<file path="src/rtl/wbi_res_sched_pkg.sv">
// Shared definitions for the wishbone interconnect response-side schedulers.
package wbi_res_sched_pkg;

  // Scheduler state: no owner, or one owner locked until its burst ends.
  typedef enum logic {
    SCH_IDLE,
    SCH_LOCK
  } sch_state_e;

  // Idle cycles a locked owner may sit silent before the grant is forced away.
  localparam int WBI_TOUT_DEFAULT = 256;

endpackage

</file>
<file path="src/rtl/wbi_rr_pick.sv">
// Combinational round-robin picker. The search starts one past last_i and
// wraps. An optional masked index is never chosen, which lets a finishing
// owner step aside for every other pending source.
module wbi_rr_pick #(
  parameter int NREQ = 2,
  parameter int GW   = 3
) (
  input  logic [NREQ-1:0] req_i,
  input  logic            mask_en_i,
  input  logic [GW-1:0]   mask_idx_i,
  input  logic [GW-1:0]   last_i,
  output logic [GW-1:0]   win_o,
  output logic            any_o
);

  // Walk sources in priority order and keep the first eligible one.
  always_comb begin
    // NOTE: every output of a combinational block gets a default first; this prevents latch inference.
    win_o = '0;
    any_o = 1'b0;
    for (int i = 1; i <= NREQ; i++) begin
      for (int j = 0; j < NREQ; j++) begin
        if (!any_o && (j == (int'(last_i) + i) % NREQ) && req_i[j] &&
            !(mask_en_i && (mask_idx_i == GW'(j)))) begin
          // NOTE: blocking assignments here, because later iterations must see the updated any_o.
          any_o = 1'b1;
          win_o = GW'(j);
        end
      end
    end
  end

endmodule

</file>
<file path="src/rtl/wbi_res_sched.sv">
// Response-channel scheduler for one daisy-chain node. One response source
// at a time owns the upstream port. The grant is locked for a whole burst and
// is released on the last-beat or error handshake. A watchdog can also force
// the release of a silent owner.
module wbi_res_sched
  import wbi_res_sched_pkg::*;
#(
  parameter int NREQ = 2,
  parameter int GW   = 3,
  parameter int TOUT = WBI_TOUT_DEFAULT,
  parameter int TW   = 9
) (
  input  logic            mclk,
  input  logic            reset,
  input  logic [NREQ-1:0] req_rval_i,
  input  logic [NREQ-1:0] req_lack_i,
  input  logic [NREQ-1:0] req_err_i,
  input  logic            res_rrdy_i,
  output logic [GW-1:0]   gnt_o,
  output logic            gnt_vld_o,
  output logic [NREQ-1:0] req_rrdy_o,
  output logic            res_rval_o,
  output logic            tout_o,
  output logic [15:0]     beat_cnt_o
);

  sch_state_e      state_q, state_d;
  logic [GW-1:0]   gnt_q, gnt_d;
  logic [GW-1:0]   ptr_q, ptr_d;      // next source to get first priority
  logic [TW-1:0]   wd_q, wd_d;
  logic [15:0]     beat_q, beat_d;
  logic            tout_q, tout_d;

  logic [NREQ-1:0] own_oh;
  logic            own_rval;
  logic            own_end;
  logic            locked;
  logic            hs;
  logic            eob;
  logic            wd_expire;
  logic [GW-1:0]   last_owner;
  logic [GW-1:0]   pick_win;
  logic            pick_any;
  logic [GW-1:0]   ptr_after;

  // Decode the registered owner to a one-hot mask so the per-source vectors are never indexed by a variable.
  always_comb begin
    own_oh = '0;
    for (int i = 0; i < NREQ; i++) begin
      own_oh[i] = (gnt_q == GW'(i));
    end
  end

  assign locked     = (state_q == SCH_LOCK);
  assign own_rval   = |(req_rval_i & own_oh);
  assign own_end    = |((req_lack_i | req_err_i) & own_oh);
  assign hs         = locked & own_rval & res_rrdy_i;
  assign eob        = hs & own_end;
  assign wd_expire  = (TOUT != 0) && locked && !own_rval && (wd_q == TW'(TOUT - 1));
  assign last_owner = (ptr_q == '0) ? GW'(NREQ - 1) : ptr_q - 1'b1;
  assign ptr_after  = (pick_win == GW'(NREQ - 1)) ? '0 : pick_win + 1'b1;

  // The current owner is masked, so on a regrant it is chosen only when no other source requests.
  wbi_rr_pick #(
    .NREQ (NREQ),
    .GW   (GW)
  ) u_pick (
    .req_i      (req_rval_i),
    .mask_en_i  (locked),
    .mask_idx_i (gnt_q),
    .last_i     (last_owner),
    .win_o      (pick_win),
    .any_o      (pick_any)
  );

  // Next-state logic: grant from IDLE, hold or rotate on end of burst or watchdog expiry, count beats.
  always_comb begin
    state_d = state_q;
    gnt_d   = gnt_q;
    ptr_d   = ptr_q;
    wd_d    = wd_q;
    beat_d  = beat_q;
    tout_d  = 1'b0;
    unique case (state_q)
      SCH_IDLE: begin
        if (pick_any) begin
          state_d = SCH_LOCK;
          gnt_d   = pick_win;
          ptr_d   = ptr_after;
          beat_d  = '0;
          wd_d    = '0;
        end
      end
      SCH_LOCK: begin
        if (eob || wd_expire) begin
          tout_d = wd_expire;
          wd_d   = '0;
          beat_d = '0;
          if (pick_any) begin
            gnt_d = pick_win;
            ptr_d = ptr_after;
          end else begin
            state_d = SCH_IDLE;
          end
        end else if (hs) begin
          beat_d = (beat_q == 16'hFFFF) ? beat_q : beat_q + 16'd1;
          wd_d   = '0;
        end else if (own_rval) begin
          // Upstream backpressure is not owner idleness.
          wd_d = '0;
        end else if (TOUT != 0) begin
          wd_d = wd_q + 1'b1;
        end
      end
      default: state_d = SCH_IDLE;
    endcase
  end

  // State registers, all cleared asynchronously.
  always_ff @(posedge mclk or posedge reset) begin
    if (reset) begin
      state_q <= SCH_IDLE;
      gnt_q   <= '0;
      ptr_q   <= '0;
      wd_q    <= '0;
      beat_q  <= '0;
      tout_q  <= 1'b0;
    end else begin
      // NOTE: non-blocking assignments for all flops, so every register samples the pre-edge values.
      state_q <= state_d;
      gnt_q   <= gnt_d;
      ptr_q   <= ptr_d;
      wd_q    <= wd_d;
      beat_q  <= beat_d;
      tout_q  <= tout_d;
    end
  end

  assign gnt_o      = gnt_q;
  assign gnt_vld_o  = locked;
  assign req_rrdy_o = own_oh & {NREQ{locked & res_rrdy_i}};
  assign res_rval_o = locked & own_rval;
  assign tout_o     = tout_q;
  assign beat_cnt_o = beat_q;

endmodule

</file>
<file path="config.mk">
export PLATFORM = sky130hd
export DESIGN_NAME = wbi_res_sched
export DESIGN_NICKNAME = d
export VERILOG_FILES = /design/src/rtl/wbi_res_sched_pkg.sv /design/src/rtl/wbi_rr_pick.sv /design/src/rtl/wbi_res_sched.sv
export SDC_FILE = /design/constraint.sdc
export NUM_CORES = 1
export LEC_CHECK = 0
export ABC_AREA = 1
export CORE_UTILIZATION = 45
export CTS_CLUSTER_SIZE = 40
export DETAILED_ROUTE_END_ITERATION = 10
export PLACE_DENSITY_LB_ADDON = 0.2
export SYNTH_ARGS = -nofsm -noshare
export SYNTH_HDL_FRONTEND = slang
export SYNTH_SLANG_ARGS = --single-unit
</file>
<file path="constraint.sdc">
create_clock -name mclk -period 2 [get_ports mclk]
set_input_delay 0.2 -clock mclk [delete_from_list [all_inputs] [get_ports mclk]]
set_output_delay 0.2 -clock mclk [all_outputs]
set_load 0.005 [all_outputs]
</file>
Yosys cells after proc, flatten, opt, wreduce, memory -nomap -nowiden

Index checks and enable logic that the tools add are counted.
W data, S select, Z words.

Add/subtract/negate cells: 6
Equality and inequality tests: 10
Muxes and demuxes: 30
Bitwise operators: 11
Reductions and logical operators: 29

Operators by type and width:

| cell                    | count |
|---|---|
| $logic_not A32 Y1       | 2 |
| $mux W16                | 4 |
| $mux W9                 | 4 |
| $pmux W16 S2            | 1 |
| $pmux W9 S2             | 1 |
| $add A16 B1 Y16 const B | 1 |
| $eq A16 B16 Y1 const B  | 1 |
| $logic_and A1 B1 Y1     | 15 |
| $mux W3                 | 5 |
| $mux W1                 | 12 |
| $pmux W3 S2             | 2 |
| $add A9 B1 Y9 const B   | 1 |
| $eq A9 B8 Y1 const B    | 1 |
| $and A2 B2 Y2           | 3 |
| $eq A3 B1 Y1 const B    | 2 |
| $logic_not A1 Y1        | 6 |
| $logic_not A3 Y1        | 2 |
| $and A1 B1 Y1           | 4 |
| $eq A2 B2 Y1 const A    | 2 |
| $reduce_or A2 Y1        | 2 |
| $add A3 B1 Y3 const B   | 1 |
| $ne A3 B1 Y1 const B    | 1 |
| $ne A3 B3 Y1 const B    | 1 |
| $reduce_and A3 Y1       | 1 |
| other kinds (9)         | 11 |

Register bits: 33
Bits of input ports: 9
Output and inout port bits: 24
Logic and storage cells: 92

Depth between registers and ports, before layout

Depth after elaboration: 28
Gate-level depth with buffers: 17
Mapped depth without buffers: 16

Hierarchy

Synthesis repeated with hierarchy kept, for this count alone.

Cells, all modules: 299
Area, all modules: 2314.7 µm²

By module, submodules not included:

| module        | times used | cells each | area each (µm²) | seq. area each (µm²) |
|---|---|---|---|---|
| wbi_res_sched | 1          | 283        | 2243.4          | 825.8 |
| wbi_rr_pick   | 1          | 16         | 71.3            | 0.0 |

Worst setup path after synthesis

Ideal clock, no wire load.

Path type: reg-to-reg
Start: register wd_q[0]
End: register beat_q[2] (netlist: beat_cnt_o[2])
Library setup time: 0.065 ns
Data arrival time: 1.852 ns
Required time: 1.935 ns
Slack: 0.083 ns
Cell stages (with the launch flop): 18
Buffers on the path: 1
Period minus slack after synthesis: 1.917 ns
Cells stage by stage: dfrtp_1 -> ha_1 -> nand2_1 -> nor2_1 -> nand3_1 -> nor2_1 -> ha_1 -> nand2_1 -> inv_1 -> nand3_1 -> nand2_1 -> inv_1 -> nand2_4 -> nand2_4 -> nand2_4 -> buf_6 -> nand3_1 -> nand2_1

Longest elaborated chain between the ends: 5
Elaborated cells between the ends (all ways): 8
Classes of those cells: eq/ne (3); mux (2); reduce/logical (3)

RTL lines:

| item                                                                      | line                 | source |
|---|---|---|
| from (decl)                                                               | wbi_res_sched.sv:30  | `logic [TW-1:0] wd_q, wd_d;` |
| from (signal assigned)                                                    | wbi_res_sched.sv:133 | `wd_q <= wd_d;` |
| $eq A9 B8 Y1 (*)                                                          | wbi_res_sched.sv:59  | `assign wd_expire = (TOUT != 0) && locked && !own_rval && (wd_q == TW'(TOUT - 1));` |
| $logic_and A1 B1 Y1 (*)                                                   | wbi_res_sched.sv:59  |  |
| $logic_or A1 B1 Y1 (*)                                                    | wbi_res_sched.sv:95  | `if (eob \|\| wd_expire) begin` |
| $ne A3 B3 Y1 (no source line), or another cell as far along               | --                   |  |
| $reduce_and A3 Y1 (no source line) / $pmux W16 S2 (equally long branches) | --                   |  |
| to (signal assigned)                                                      | wbi_res_sched.sv:134 | `beat_q <= beat_d;` |
| to (decl)                                                                 | wbi_res_sched.sv:31  | `logic [15:0] beat_q, beat_d;` |

Every way passes the cells marked *; elsewhere a longest branch is shown, timed or not.
A chain may end at the register's enable or synchronous reset.

Worst setup path after layout

Start: register wd_q[1]
End: register beat_q[6] (netlist: beat_cnt_o[6])

Same word-level chain as after synthesis.

==> flow_summary.json <==
{
  "status": "completed",
  "yosysMostFrequentCell": "nand2_1",
  "fmax_mhz": 508,
  "power_density_nw_per_um2": 1080,
  "nets": 343,
  "startpoint_type": "flip-flop",
  "cts_inserted_buffers": 5,
  "cts_root_buf": "clkbuf_8",
  "dp.cells": 362,
  "ys.flop_type": "dfrtp_1",
  "synthesis.area_um2": 1920,
  "crit_start": "wd_q[1]$_DFFE_PP0P_",
  "clk_latency_ns": 0.29,
  "htree_levels": 2,
  "gp_congestion": 0.862,
  "final-hold-violation-count": 0,
  "postCtsHoldBufs": 0,
  "track_usage_pct": 24.5,
  "fin_crit_sh_pct": 98.3,
  "endpoint": "beat_cnt_o[6]$_DFFE_PP0P_",
  "max_cap_viol_count": 0,
  "min_period_ns": 1.97,
  "drtIter0Drc": 149,
  "slew_violations": 0,
  "fillCellCount": 356,
  "drt-total-wl_um": 4720,
  "drive_gt1_share_pct": 19.0,
  "grt_setup_unrepaired": "yes",
  "via_count": 1898,
  "ys_seq_area_share_pct": 37.7,
  "ys_async_sr_fraction_pct": 100,
  "core_um2": 4060,
  "grt_pass1_vias": 1859,
  "cp.arrival_ns": 2.16,
  "areaGrowthSynthToFinish_pct": 35.8,
  "postRouteAntennaNets": 0,
  "n_antenna_cell": 0,
  "grtUsageMet3_pct": 6.59,
  "r2r-end": "beat_cnt_o[6]$_DFFE_PP0P_",
  "use_met2_pct": 40.3,
  "finalSetupViolCount": 0,
  "dpl-instance-area_um2": 2330,
  "dr.pass1.iters": 4,
  "initial_utilization_pct": 47.4,
  "grt_busiest_layer": "met2",
  "met1_usage_pct": 30.3,
  "r2r_start": "wd_q[1]$_DFFE_PP0P_",
  "critical_path_required_ns": 2.19,
  "synth_top_area_cell": "dfrtp_1",
  "endpoint_kind": "flip-flop",
  "syn_inst": 279,
  "clkSlewWorstSetupHoldPaths_ns": 0.07,
  "via_per_inst": 4.97,
  "hp-class": "in -> async",
  "grt_pass1_wl_um": 8250,
  "ys_types": 26,
  "chipHeight_um": 67.4,
  "leakage_nw": 1.23,
  "drc": 0,
  "power_mw": 2.82,
  "final_area_um2": 2610,
  "ys_ff_latch": 29,
  "design.die.area_um2": 4540,
  "cp_max_fo": 9,
  "r2r_slack_ns": 0.03,
  "antenna_found_initial": 0,
  "dp_hpwl_um": 3140,
  "synth_area_leaders": "dfrtp_1, nand2_1, nand3_1, nor2_1, inv_1",
  "clockBufferDepth": 2,
  "grt_max_degree": 30,
  "rows": 23,
  "synth_edf_count": 0,
  "die_w_um": 67.4,
  "instances_no_fill": 382,
  "globalRouteOverflowTotal": 0,
  "pin_count": 33,
  "critPathKind": "reg -> reg",
  "syn_area_per_cell_um2": 6.89,
  "cts.sinks": 29,
  "synth_warnings": 0,
  "synth_commonest_cells": "nand2_1, nor2_1, nand3_1",
  "wl_per_cell_um": 12.4,
  "vdd_drop_max_v": 0.000894,
  "setup_tns_ns": 0,
  "r2r_cells": 16,
  "synth_top_cell_area_share_pct": 37.7,
  "finalClockSkew_ns": 0.00699,
  "regArea_um2": 727,
  "multi_input_comb_area_um2": 1090,
  "io_buffers": 30,
  "cts_tree": "built"
}
[metal layers]
metal  up-vias  part of all wire [%]
met4         0                   1.9
li1        983                     -
met3        10                   3.8
met5         -                     0
met2        37                    49
met1       868                    45
[kinds of logic (layout without fill, tap and decap cells)]
family,Yosys count,after routing,synth area share (%)
and+or+nand+nor,180,180,42.6
adders and majority gates,3,3,1.95
AOI/OAI and AO/OA,19,19,5.14
xor gates and xnor gates,6,6,2.73
other,1,2,0.195
buffers and inverters,41,93,9.63
DFF,29,29,37.7
[state kept, by name (all words and copies together) (netlist names)]
signal / cells
gnt_vld_o: 1
beat_cnt_o: 16
wd_q: 9
gnt_o: 1
tout_o: 1
ptr_q: 1
[through the flow]
stage / util, % / setup slack, ns / hold slack, ns
5_1_grt: 64.4 / -0.0940 / 0.338
3_3_place_gp: 57.4 / -0.00285 / 0.472
6_report: 64.4 / 0.0332 / 0.277
4_1_cts: 62.9 / -0.000518 / 0.288
2_1_floorplan: - / 0.0831 / 0.278
3_5_place_dp: 57.4 / -0.0975 / 0.480
[repair_timing]
item                                   4_1_cts  5_1_grt
setup endpoints to repair                   14       22
gates resized for setup                      8       19
setup buffers                               10        2
endpoints found under the hold margin        0        0
pin swaps                                    4        5
[layout make-up]
type	instances	share of cell area [%]
clock inverters	1	0.192
well taps	50	2.39
clock buffers	7	3.69
repair buffers	52	19.3
multi-input cells	210	41.7
inverters	33	4.93
flip-flops and latches	29	27.8
[how the worst min path moves through the flow]
| stage | cells past startpoint | slack, ns | startpoint | endpoint |
|---|---|---|---|---|
| 2_1_floorplan | 1 | 0.28 | reset | beat_cnt_o[0]$_DFFE_PP0P_ |
| 3_3_place_gp | 2 | 0.47 | ptr_q[0]$_DFFE_PP0P_ | ptr_q[0]$_DFFE_PP0P_ |
| 3_5_place_dp | 2 | 0.48 | ptr_q[0]$_DFFE_PP0P_ | ptr_q[0]$_DFFE_PP0P_ |
| 4_1_cts | 3 | 0.29 | reset | beat_cnt_o[7]$_DFFE_PP0P_ |
| 5_1_grt | 3 | 0.34 | reset | beat_cnt_o[7]$_DFFE_PP0P_ |
| 6_report | 3 | 0.28 | reset | beat_cnt_o[14]$_DFFE_PP0P_ |
[power breakdown]
part	internal (mW)	leakage, nW	switching, mW
Clock	0.311	0.0542	0.251
Sequential	0.680	0.391	0.113
Combinational	0.641	0.780	0.826
[critical path: stages (launching register included)]
cell     delay, ns
dfrtp_1       0.35
ha_2          0.20
nand2_2       0.07
nor2_4        0.10
nand3_2       0.08
nor2_2        0.10
ha_2          0.19
nand2_2       0.06
inv_2         0.07
nand3_2       0.08
nand2_1       0.08
inv_2         0.05
nand2_4       0.09
nand2_8       0.09
buf_12        0.15
nand3_1       0.07
nand2_1       0.06
[layout by cell type (no fill, tap or decap), types with 3 or more instances in the layout]
cell and instances:
buf_4 19, nor2_4 3, o21ai_1 3, nand3_2 5, nand3_1 30, clkbuf_8 7, o21ai_0 8, nand4_1 4
nand2_2 7, nand2_4 4, a21oi_1 5, buf_12 3, inv_2 3, dfrtp_1 28, nor3_1 5, nor2_1 38
clkdlybuf4s50_1 30, nand2_1 79, inv_1 28, xor2_1 5
Power figures use the tool's default switching activity.
